[src/rtl/mem_port_arbiter_pkg.sv]
// Shared types for the fetch/data single-port memory arbiter: bus structs,
// FSM and grant encodings, and default tuning constants.
package mem_port_arbiter_pkg;

  localparam int ADDR_W = 32;
  localparam int DATA_W = 32;
  localparam int SEL_W  = 4;

  localparam int STARVE_MAX_DEF  = 4;
  localparam int TIMEOUT_CYC_DEF = 16;

  localparam logic [SEL_W-1:0] FETCH_SEL = 4'b1111;

  typedef enum logic [1:0] {ARB_IDLE, ARB_ISSUE, ARB_WAIT} type_arb_state_e;
  typedef enum logic [1:0] {GNT_NONE, GNT_IF, GNT_DATA}    type_arb_gnt_e;

  typedef struct packed {
    logic              req;
    logic [ADDR_W-1:0] addr;
  } type_if2mem_s;

  typedef struct packed {
    logic [DATA_W-1:0] r_data;
    logic              ack;
  } type_mem2if_s;

  typedef struct packed {
    logic              req;
    logic [ADDR_W-1:0] addr;
    logic              w_en;
    logic [DATA_W-1:0] w_data;
    logic [SEL_W-1:0]  sel_byte;
  } type_dbus2peri_s;

  typedef struct packed {
    logic [DATA_W-1:0] r_data;
    logic              ack;
  } type_peri2dbus_s;

endpackage

[src/rtl/mem_arb_prio.sv]
// Winner select for the memory arbiter: data has fixed priority unless fetch
// has been passed over STARVE_MAX times in a row or data is idle.
module mem_arb_prio
  import mem_port_arbiter_pkg::*;
#(
  parameter int STARVE_MAX = STARVE_MAX_DEF,
  parameter int CNT_W      = $clog2(STARVE_MAX + 1)
) (
  input  logic          i_d_req,
  input  logic          i_i_req,
  input  logic [CNT_W-1:0] i_starve_cnt,
  output type_arb_gnt_e o_gnt
);

  logic w_starved;

  assign w_starved = (i_starve_cnt == CNT_W'(STARVE_MAX));

  always_comb begin
    o_gnt = GNT_NONE;
    if (i_i_req && (w_starved || !i_d_req)) begin
      o_gnt = GNT_IF;
    end else if (i_d_req) begin
      o_gnt = GNT_DATA;
    end
  end

endmodule

[src/rtl/mem_port_arbiter.sv]
// Shares one single-port slave between instruction fetch and the data bus:
// IDLE picks a winner, ISSUE pulses the slave request, WAIT forwards the ack.
module mem_port_arbiter
  import mem_port_arbiter_pkg::*;
#(
  parameter int STARVE_MAX  = STARVE_MAX_DEF,
  parameter int TIMEOUT_CYC = TIMEOUT_CYC_DEF
) (
  input  logic            clk,
  input  logic            rst,
  input  type_if2mem_s    if2arb_i,
  output type_mem2if_s    arb2if_o,
  input  logic            dmem_sel,
  input  type_dbus2peri_s exe2arb_i,
  output type_peri2dbus_s arb2exe_o,
  output type_dbus2peri_s arb2mem_o,
  input  type_peri2dbus_s mem2arb_i,
  output logic            bus_err_o
);

  localparam int CNT_W = $clog2(STARVE_MAX + 1);
  localparam int TMO_W = $clog2(TIMEOUT_CYC);

  type_arb_state_e   r_state;
  type_arb_state_e   w_state_nxt;
  type_arb_gnt_e     r_gnt;
  type_arb_gnt_e     w_win;
  logic [CNT_W-1:0]  r_starve_cnt;
  logic [TMO_W-1:0]  r_tmo_cnt;
  type_dbus2peri_s   r_req;
  type_dbus2peri_s   w_latch;
  logic              r_bus_err;

  logic              w_d_req;
  logic              w_i_req;
  logic              w_tmo_hit;
  logic              w_done;
  logic [DATA_W-1:0] w_rdata;

  assign w_d_req   = exe2arb_i.req & dmem_sel;
  assign w_i_req   = if2arb_i.req;
  assign w_tmo_hit = (r_tmo_cnt == TMO_W'(TIMEOUT_CYC - 1));

  mem_arb_prio #(
    .STARVE_MAX (STARVE_MAX),
    .CNT_W      (CNT_W)
  ) u_prio (
    .i_d_req      (w_d_req),
    .i_i_req      (w_i_req),
    .i_starve_cnt (r_starve_cnt),
    .o_gnt        (w_win)
  );

  // Fields captured from the winner; fetch is always a full-word read.
  always_comb begin
    // NOTE: every combinational output gets a default first so no path infers a latch.
    w_latch = '0;
    if (w_win == GNT_IF) begin
      w_latch.addr     = if2arb_i.addr;
      w_latch.sel_byte = FETCH_SEL;
    end else if (w_win == GNT_DATA) begin
      w_latch     = exe2arb_i;
      w_latch.req = 1'b0;
    end
  end

  always_comb begin
    w_state_nxt = r_state;
    w_done      = 1'b0;
    w_rdata     = '0;
    case (r_state)
      ARB_IDLE:  if (w_win != GNT_NONE) w_state_nxt = ARB_ISSUE;
      ARB_ISSUE: w_state_nxt = ARB_WAIT;
      ARB_WAIT: begin
        if (mem2arb_i.ack) begin
          w_done      = 1'b1;
          w_rdata     = mem2arb_i.r_data;
          w_state_nxt = ARB_IDLE;
        end else if (w_tmo_hit) begin
          w_done      = 1'b1;
          w_state_nxt = ARB_IDLE;
        end
      end
      default:   w_state_nxt = ARB_IDLE;
    endcase
  end

  always_comb begin
    arb2if_o      = '0;
    arb2exe_o     = '0;
    arb2mem_o     = r_req;
    arb2mem_o.req = (r_state == ARB_ISSUE);
    if (w_done && (r_gnt == GNT_IF)) begin
      arb2if_o.ack    = 1'b1;
      arb2if_o.r_data = w_rdata;
    end
    if (w_done && (r_gnt == GNT_DATA)) begin
      arb2exe_o.ack    = 1'b1;
      arb2exe_o.r_data = w_rdata;
    end
  end

  assign bus_err_o = r_bus_err;

  always_ff @(posedge clk) begin
    // NOTE: state uses non-blocking assignments so every register samples pre-edge values.
    if (rst) begin
      r_state      <= ARB_IDLE;
      r_gnt        <= GNT_NONE;
      r_starve_cnt <= '0;
      r_tmo_cnt    <= '0;
      // NOTE: the latched request is reset too, so the slave port shows zeros after reset.
      r_req        <= '0;
      r_bus_err    <= 1'b0;
    end else begin
      r_state <= w_state_nxt;
      case (r_state)
        ARB_IDLE: begin
          if (w_win != GNT_NONE) begin
            r_gnt <= w_win;
            r_req <= w_latch;
            if ((w_win == GNT_DATA) && w_i_req) begin
              if (r_starve_cnt != CNT_W'(STARVE_MAX)) r_starve_cnt <= r_starve_cnt + CNT_W'(1);
            end else begin
              r_starve_cnt <= '0;
            end
          end
        end
        ARB_ISSUE: r_tmo_cnt <= '0;
        ARB_WAIT: begin
          if (w_done) r_gnt <= GNT_NONE;
          if (!mem2arb_i.ack) begin
            r_tmo_cnt <= r_tmo_cnt + TMO_W'(1);
            if (w_tmo_hit) r_bus_err <= 1'b1;
          end
        end
        default: ;
      endcase
    end
  end

  // A granted requester must hold req until its ack.
  a_if_hold: assert property (@(posedge clk) disable iff (rst)
    ((r_state != ARB_IDLE) && (r_gnt == GNT_IF) && !arb2if_o.ack) |-> if2arb_i.req);

  a_data_hold: assert property (@(posedge clk) disable iff (rst)
    ((r_state != ARB_IDLE) && (r_gnt == GNT_DATA) && !arb2exe_o.ack) |-> exe2arb_i.req);

endmodule

[config.mk]
export PLATFORM = sky130hd
export DESIGN_NAME = mem_port_arbiter
export DESIGN_NICKNAME = d
export VERILOG_FILES = /design/src/rtl/mem_port_arbiter_pkg.sv /design/src/rtl/mem_arb_prio.sv /design/src/rtl/mem_port_arbiter.sv
export SDC_FILE = /design/constraint.sdc
export NUM_CORES = 1
export LEC_CHECK = 0
export BUFFER_PORTS_ARGS = -buffer_cell sky130_fd_sc_hd__buf_2
export CAP_MARGIN = 20
export CORE_AREA = 2 2 107 109
export CTS_CLUSTER_DIAMETER = 80
export CTS_CLUSTER_SIZE = 24
export DETAILED_ROUTE_END_ITERATION = 7
export DIE_AREA = 0 0 109 111
export GPL_ROUTABILITY_DRIVEN = 0
export PLACE_DENSITY_LB_ADDON = 0.12
export SLEW_MARGIN = 20
export SYNTH_ARGS = -nofsm -noshare
export SYNTH_HDL_FRONTEND = slang
export SYNTH_SLANG_ARGS = --single-unit
[constraint.sdc]
create_clock -name clk -period 3.6 [get_ports clk]
set_input_delay 0.36 -clock clk [delete_from_list [all_inputs] [get_ports clk]]
set_output_delay 0.36 -clock clk [all_outputs]
set_load 0.02 [all_outputs]
==> results.md, run 1 <==
- Fill cells in the final layout number 1031.
- The CTS tree is yes.
- The routed length per placed instance is 15.6 um.
- The biggest area contributor in the post-synthesis netlist is sky130_fd_sc_hd__dfxtp_1.
- The number of nets in the synthesized netlist is 492.
- Synthesis inferred 81 register bits.
- The mean instance size in the synthesized netlist is 10.3 sq um.
- The worst register-to-register path ends at arb2mem_o[52].
- The number of DRC violations after detailed routing is 0.
- The final max-slew violation count was 0.
- The netlist area before placement is 3610 sq um.
- The post-detailed-routing wire length is 11800 um.
- The worst hold slack is 243 ps.
- After detailed routing, the number of vias per cell comes to 4.90.
- STA classifies the critical path endpoint as an output port.
- At the pin with the least slew margin, the transition time is 943 ps.
- The number of clock buffers added by TritonCTS is 9.
- The total vias in the final route is 3704.
- The total overflow left after global routing is 0.
- The first-pass detailed-route iteration total is 4.
- During synthesis, Yosys emitted a total of 0 warnings.
- The number of setup buffers added after CTS is 0.
- The HPWL after detailed placement is 8870 um.
- STA puts the critical path data required time at 3240 ps.
- The first global-routing pass estimated 17700 um of wire.
- Of the available clock period, the critical path in the final layout requires 60.1%.
- The maximum root-to-sink buffer count is 2.
- The share of flip-flops with an asynchronous set or reset after synthesis is 0%.
- The power per unit of standard cell area is 441 nW/um^2.
- The detail route stage leaves a number of antenna-violating nets equal to 0.
- The sum of negative setup slack is 0 ps.
- The gate count of the mapped netlist is 350.
- The die span in y is 111 um.
- The critical path starts at r_tmo_cnt[0].
- The post-cts repair resize count is 0.
- The via count of the first global-routing pass is 3567.
- The startpoint type of the worst setup path is a register.
- Setup violations remaining at the end of the flow were counted as 0.
- The floorplan has 39 rows.
- The layout cell share with drive strength beyond 1 is 49.3%.
- In this run the tightest slew margin relative to its limit is 37.1%.
- Across the VDD grid, the largest voltage drop is 200 uV.
- The maximum number of pins on one net before global-route repair is 50.
- The standard cell core area is 11100 sq um.
- Subtracting the final worst setup slack from the clock period gives 2160 ps.
- Derived from the worst setup path, the maximum achievable clock frequency is 0.463 GHz.
- Compared with the post-synthesis result, the final layout area differs by 49.0%.
- For the worst flop-to-flop path, the logic depth is 4.
- At the end of the flow the core is filled with cells to 48.6%.
- The clock sink count is 81.
- Global routing consumed, over all layers together, 18.6% of the routing resources.
- The top cell type by area accounts for 44.9% of the synthesized area.
- The data arrival time of the worst path is 1800 ps.
- The initial utilization of the core area, before any placement, comes to 32.6%.
- The critical path class is reg2out.
- The clock edge transition at the registers on the reported setup and hold paths is 70 ps.
- The die outline area is 12100 sq um.
- The capturing element of the worst setup path is arb2exe_o[0].
- Clock latency on the worst-skew pair, taken at its later pin, is 330 ps.
- For this run, the post-layout net count is 750.
- Input and output buffers added on the ports amount to 275.
- CTS built an H-tree with a depth of 3.
- The largest clock skew in the final design is 4.33 ps.
- Sequential cells were found to cover 44.9% of the synthesized design area.
- For flop-to-flop paths, the worst setup slack is 1450 ps.
- The count of flip-flops with a built-in enable after synthesis is 0.
- The final-report hold violation count is 0.
- The min-delay analysis places its worst path in the category in2reg.
- The floorplan step set the die width to 109 um.
- For this design the top-level I/O count stands at 276.
- The number of hold buffers added after CTS is 0.
- The run finished with clean final reports.
- The violation count after the first detailed-route iteration is 189.
- After synthesis, the netlist uses 38 different library cells.
- 0 antenna diodes ended up in the layout.
- For this run, the leading register cell type out of synthesis is sky130_fd_sc_hd__dfxtp_1.
- The number of antenna violations at the first check in global routing is 0.
- Of all nets on the critical path, the largest fanout is 4.
- The tree is rooted in a sky130_fd_sc_hd__clkbuf_16.
- Setup repair after global routing left no endpoint under its margin.
- The tool flagged a number of max-cap violations equal to 0.
- The leakage power is 2.78 nW.
- The startpoint of the lowest-slack register-to-register path is r_state[0].
- By area the synthesized netlist is led by sky130_fd_sc_hd__dfxtp_1 45%, sky130_fd_sc_hd__and2_1 11%, sky130_fd_sc_hd__a221o_1 8.9%.
-- worst min-delay path by stage --
stage	end	cells after the start	start	slack, ps
floorplan	r_gnt[1]	1	r_gnt[1]	460
global placement	arb2mem_o[4]	1	arb2mem_o[4]	450
detailed placement	arb2mem_o[30]	1	arb2mem_o[30]	450
CTS	arb2mem_o[12]	2	exe2arb_i[12]	230
global route	arb2mem_o[23]	2	exe2arb_i[23]	230
finish	arb2mem_o[15]	2	exe2arb_i[15]	240
-- flip-flops by register name, indices dropped and copies added, names as in the netlist --
name,count
r_starve_cnt,3
r_tmo_cnt,4
arb2mem_o,69
r_gnt,2
r_state,2
bus_err_o,1
-- cells in the mapped netlist (2+ instances only) --
cell	count
sky130_fd_sc_hd__nand2b_1	5
sky130_fd_sc_hd__ha_1	3
sky130_fd_sc_hd__a221o_1	32
sky130_fd_sc_hd__nor2b_1	2
sky130_fd_sc_hd__and3_1	2
sky130_fd_sc_hd__buf_6	4
sky130_fd_sc_hd__a22o_1	33
sky130_fd_sc_hd__nor3b_1	2
sky130_fd_sc_hd__nor2_1	6
sky130_fd_sc_hd__nor4bb_1	32
sky130_fd_sc_hd__buf_4	4
sky130_fd_sc_hd__a31o_1	2
sky130_fd_sc_hd__o21ai_0	5
sky130_fd_sc_hd__nor3_1	5
sky130_fd_sc_hd__dfxtp_1	81
sky130_fd_sc_hd__nand2_1	3
sky130_fd_sc_hd__nor4_1	4
sky130_fd_sc_hd__and2_1	64
sky130_fd_sc_hd__clkbuf_1	16
sky130_fd_sc_hd__nand4_1	2
sky130_fd_sc_hd__inv_1	3
sky130_fd_sc_hd__nand3_1	3
sky130_fd_sc_hd__a21oi_1	14
sky130_fd_sc_hd__buf_2	9
-- report_power, final --
part	total, mW	leakage [nW]	switching (mW)	internal [mW]
clock network	1.01	0.163	0.388	0.621
registers	0.991	0.663	0.0344	0.956
logic	0.375	1.95	0.210	0.165
-- critical path, stage by stage (launching register included) --
cell and delay, ps:
sky130_fd_sc_hd__dfxtp_1 330, sky130_fd_sc_hd__ha_1 230, sky130_fd_sc_hd__and3_1 220, sky130_fd_sc_hd__o21ai_0 400
sky130_fd_sc_hd__nor2_1 100, sky130_fd_sc_hd__buf_2 190
-- layout make-up --
cell class,count,area [sq um],share of cell area [%]
clock buffer,9,225,4.18
clock inverter,7,106,1.98
inverter,3,11.3,0.209
multi-input combinational,232,1820,33.8
sequential,81,1620,30.1
tap,143,179,3.32
timing repair buffer,281,1420,26.4
-- cells by family after synthesis --
kind of cell	count (synthesis)	share of synthesized area, %
simple gates	137	27.0
compound gates	91	21.4
flops	81	44.9
buf+inv	37	5.40
fa+ha+maj	3	1.04
mux	1	0.312
-- metrics by stage --
step	cells	setup WS, ps	power [mW]	cell area (sq um)
final	756	1440	2.37	5380
after global routing	756	1200	2.48	5380
after CTS	756	1420	2.41	5380
after detailed placement	740	1220	1.39	5050
after global placement	740	1250	1.38	5050
after floorplan	350	2010	1.22	3610
-- per-layer routing --
layer | share of wire [%] | track usage, % | vias to the layer above | wire, um
met2 | 50 | 33.0 | 162 | 5880
li1 | - | - | 1845 | -
met5 | 0 | 0 | - | 0
met4 | 1.5 | 5.64 | 0 | 173
met3 | 8.1 | 5.64 | 18 | 958
met1 | 41 | 21.0 | 1679 | 4790
-- cell usage in the layout, fill, tap and decap left out, types with 2 or more instances in the layout --
cell / n
sky130_fd_sc_hd__buf_2: 275
sky130_fd_sc_hd__dfxtp_1: 81
sky130_fd_sc_hd__and2_1: 64
sky130_fd_sc_hd__a22o_1: 33
sky130_fd_sc_hd__nor4bb_1: 32
sky130_fd_sc_hd__a221o_1: 32
sky130_fd_sc_hd__a21oi_1: 13
sky130_fd_sc_hd__clkbuf_16: 9
sky130_fd_sc_hd__nor2_1: 6
sky130_fd_sc_hd__buf_4: 6
sky130_fd_sc_hd__nand2b_1: 5
sky130_fd_sc_hd__o21ai_0: 5
sky130_fd_sc_hd__nor3_1: 5
sky130_fd_sc_hd__nor4_1: 4
sky130_fd_sc_hd__inv_1: 3
sky130_fd_sc_hd__nand2_1: 3
sky130_fd_sc_hd__nand3_1: 3
sky130_fd_sc_hd__ha_1: 3
sky130_fd_sc_hd__inv_6: 3
sky130_fd_sc_hd__and3_1: 2
sky130_fd_sc_hd__nor2b_1: 2
sky130_fd_sc_hd__nand4_1: 2
sky130_fd_sc_hd__nor3b_1: 2
sky130_fd_sc_hd__a31o_1: 2
sky130_fd_sc_hd__bufinv_16: 2
No activity file was read; power rests on OpenSTA's default activity.
==> run 2, diff against run 1 <==
Clock period 3.6 ns to 2.23 ns, I/O delays scaled along.
==> run 2 against run 1 <==
Worst hold slack worse by 140 ps. Via count is 2.0% higher. Critical path type unchanged. Register-to-register slack lost 1000 ps. Critical path depth did not move. Clock skew rose by 3.1 ps. Power up 52%.
==> results.md, run 2 (synthesis gave the netlist of run 1 again) <==
- The run finished with clean final reports.
- The number of cells traversed by the worst register-to-register path is 4 (unchanged).
- The die width was 109 um (unchanged).
- The half-perimeter wire length after detailed placement is 8880 um (+0.22%).
- The residual overflow from global routing is 0 (unchanged).
- The final-report hold violation count was 0 (unchanged).
- The worst setup path is launched from a register.
- The maximum fanout along the worst path was 32 (+28).
- The delay contributed by the slowest stage of the critical path was 380 ps (-20 ps).
- The routed length per placed instance is 15.6 um (about the same).
- The hold-critical path depth is 2 (unchanged).
- The worst hold path startpoint is exe2arb_i[17].
- The smallest clock period supported by the final layout is computed as 1890 ps.
- The number of DRC violations after detailed routing was 0 (unchanged).
- The relative slew slack is 59.7% (+23 points).
- The actual transition at the worst max-transition pin is 605 ps (-338 ps).
- The maximum number of pins on one net before global-route repair is 41 (-18%).
- The standard cell core area is 11100 sq um (unchanged).
- The final cell count without fillers came to 763 (+0.93%).
- The die outline area came to 12100 sq um (unchanged).
- Leaving out fill and tap cells, the most frequent cells in the layout are 275 x sky130_fd_sc_hd__buf_2, 81 x sky130_fd_sc_hd__dfxtp_1, 64 x sky130_fd_sc_hd__and2_1.
- The worst-case register-to-register setup slack was 430 ps (-1020 ps).
- The via count of the first global-routing pass is 3560 (-0.20%).
- The total routing usage reported by global routing is 18.8% (+0.23 points).
- The critical path class is reg2out.
- The first-pass detailed-route iteration total is 4 (unchanged).
- Setup repair after global routing left no endpoint under its margin.
- The maximum root-to-sink buffer count was 2 (unchanged).
- The placed cell count is 745 (+0.68%).
- The effective utilization at floorplan is 32.6% (unchanged).
- The count of input and output buffers is 275 (unchanged).
- The number of rows in the core area was 39 (unchanged).
- The count of endpoints failing setup in the final report is 0 (unchanged).
- The total number of nets in the final design is 755 (+0.67%).
- The final max-slew violation count is 0 (unchanged).
- The worst hold path terminates at arb2mem_o[17].
- The data arrival time of the worst path came to 1670 ps (-130 ps).
- The sum of negative setup slack was 0 ps (unchanged).
- The leakage power came to 2.77 nW (about the same).
- The critical-path cell with the highest stage delay is sky130_fd_sc_hd__dfxtp_1.
- The signal on the critical path passes through nand3b_1, nor2_1, buf_4, and2_1, buf_2.
- The number of hold buffers added after CTS is 0 (unchanged).
- The buffer and inverter count on the worst path came to 2 (+1).
- The final design area excluding fillers is 5370 sq um (-0.19%).
- The residual antenna-violating net count after detailed routing is 0 (unchanged).
- The cell depth of the worst setup path was 5 (unchanged).
- The share of the clock period used by the worst path after layout is 84.8%.
- The global routing met1 resource utilization came to 22.6% (+1.7 points).
- The clock sink count is 81 (unchanged).
- The number of buffers created by CTS is 9 (unchanged).
- The flip-flop count of the largest register, all copies and words added is 69 (unchanged).
- The area growth from synthesis to final layout is 48.7%.
- The largest clock skew in the final design is 7.47 ps (+3.14 ps).
- The die span in y is 111 um (unchanged).
- The data required time of the critical path is 2010 ps (-1230 ps).
- The count of H-tree levels built during CTS is 3 (unchanged).
- The total placed instance area is 5090 sq um (+0.74%).
- The peak supply drop is 304 uV (+52%).
- The worst hold path belongs to the class in2reg.
- The post-CTS setup buffer count is 0 (unchanged).
- The root buffer selected by CTS is sky130_fd_sc_hd__clkbuf_16.
- The global routing usage on met2 is 31.0% (-1.9 points).
- The post-detailed-routing wire length is 11900 um (+0.89%).
- The layout cell share with drive strength beyond 1 came to 49.5% (+0.25 points).
- The power per unit of standard cell area came to 671 nW/um^2 (+52%).
- The number of antenna violations at the first check in global routing is 2 (+2).
- The max-capacitance violation count is 0 (unchanged).
- The violation count after the first detailed-route iteration is 150 (-21%).
- The source-to-sink clock delay at the later pin of the worst-skew pair is 330 ps (about the same).
- In this run the most used layer during global routing was met2.
- The post-cts repair resize count is 0 (unchanged).
- Static timing analysis puts the maximum clock frequency at 0.529 GHz.
- On the critical path the largest part of the delay comes from simple AND/OR/NAND/NOR gates.
- The number of fill cells in the layout is 1080 (+4.8%).
- The global-route met3 utilization is 6.47% (+0.82 points).
- In this run the critical register-to-register path is captured at arb2mem_o[50].
- The clock edge transition at the registers on the reported setup and hold paths came to 60 ps (about the same).
- The ratio of routed vias to standard cells is 4.95 (+1.1%).
- The startpoint of the lowest-slack register-to-register path is r_state[1].
- The CTS tree is yes.
- The number of top-level pins is 276 (unchanged).
- The total vias in the final route is 3778 (+2.0%).
- The library cell used most frequently in the layout, excluding fill and tap cells, is sky130_fd_sc_hd__buf_2.
- The first-pass GRT wire length is 18000 um (+1.6%).
- The endpoint kind of the worst setup timing path is an output port.
==> run 2: metrics by stage <==
| stage | hold WS (ps) | utilization, % | setup slack, ps | total power [mW] |
|---|---|---|---|---|
| floorplan | 356 | - | 635 | 1.97 |
| global placement | 440 | 46.0 | 454 | 2.24 |
| detailed placement | 443 | 46.0 | 435 | 2.25 |
| CTS | 89.3 | 48.5 | 302 | 3.65 |
| global route | 87.3 | 48.5 | 115 | 3.78 |
| finish | 102 | 48.5 | 339 | 3.60 |
==> run 2: area by class of cell <==
cell class                 count  area, sq um  area share [%]
antenna                        2         5.00          0.0931
timing repair buffer         286         1460            27.1
multi-input combinational    232         1820            33.9
inverter                       3         11.3           0.210
clock buffer                  10          229            4.26
clock inverter                 6         50.0           0.931
tap                          143          179            3.33
sequential                    81         1620            30.2
==> run 2: power breakdown <==
part           leakage [nW]  total [mW]  internal (mW)  switching [mW]
Combinational          1.97       0.616          0.272           0.344
Clock                 0.135        1.39          0.770           0.621
Sequential            0.663        1.60           1.54          0.0529
Total                  2.77        3.60           2.59            1.02
==> run 2: worst max-delay path by stage <==
| stage | start | to | slack, ps |
|---|---|---|---|
| after global placement | r_state[1] | arb2mem_o[51] | 450 |
| after global routing | r_state[1] | arb2exe_o[14] | 110 |
| after CTS | r_state[0] | arb2exe_o[15] | 300 |
| final | r_state[0] | arb2exe_o[15] | 340 |
| after detailed placement | r_state[1] | arb2mem_o[50] | 430 |
| after floorplan | r_starve_cnt[0] | arb2mem_o[15] | 640 |
==> run 2: routing by layer <==
metal,part of all wire (%),vias to the layer above
met1,41,1752
li1,-,1851
met3,9.4,16
met4,1.6,0
met2,48,159
met5,0,-
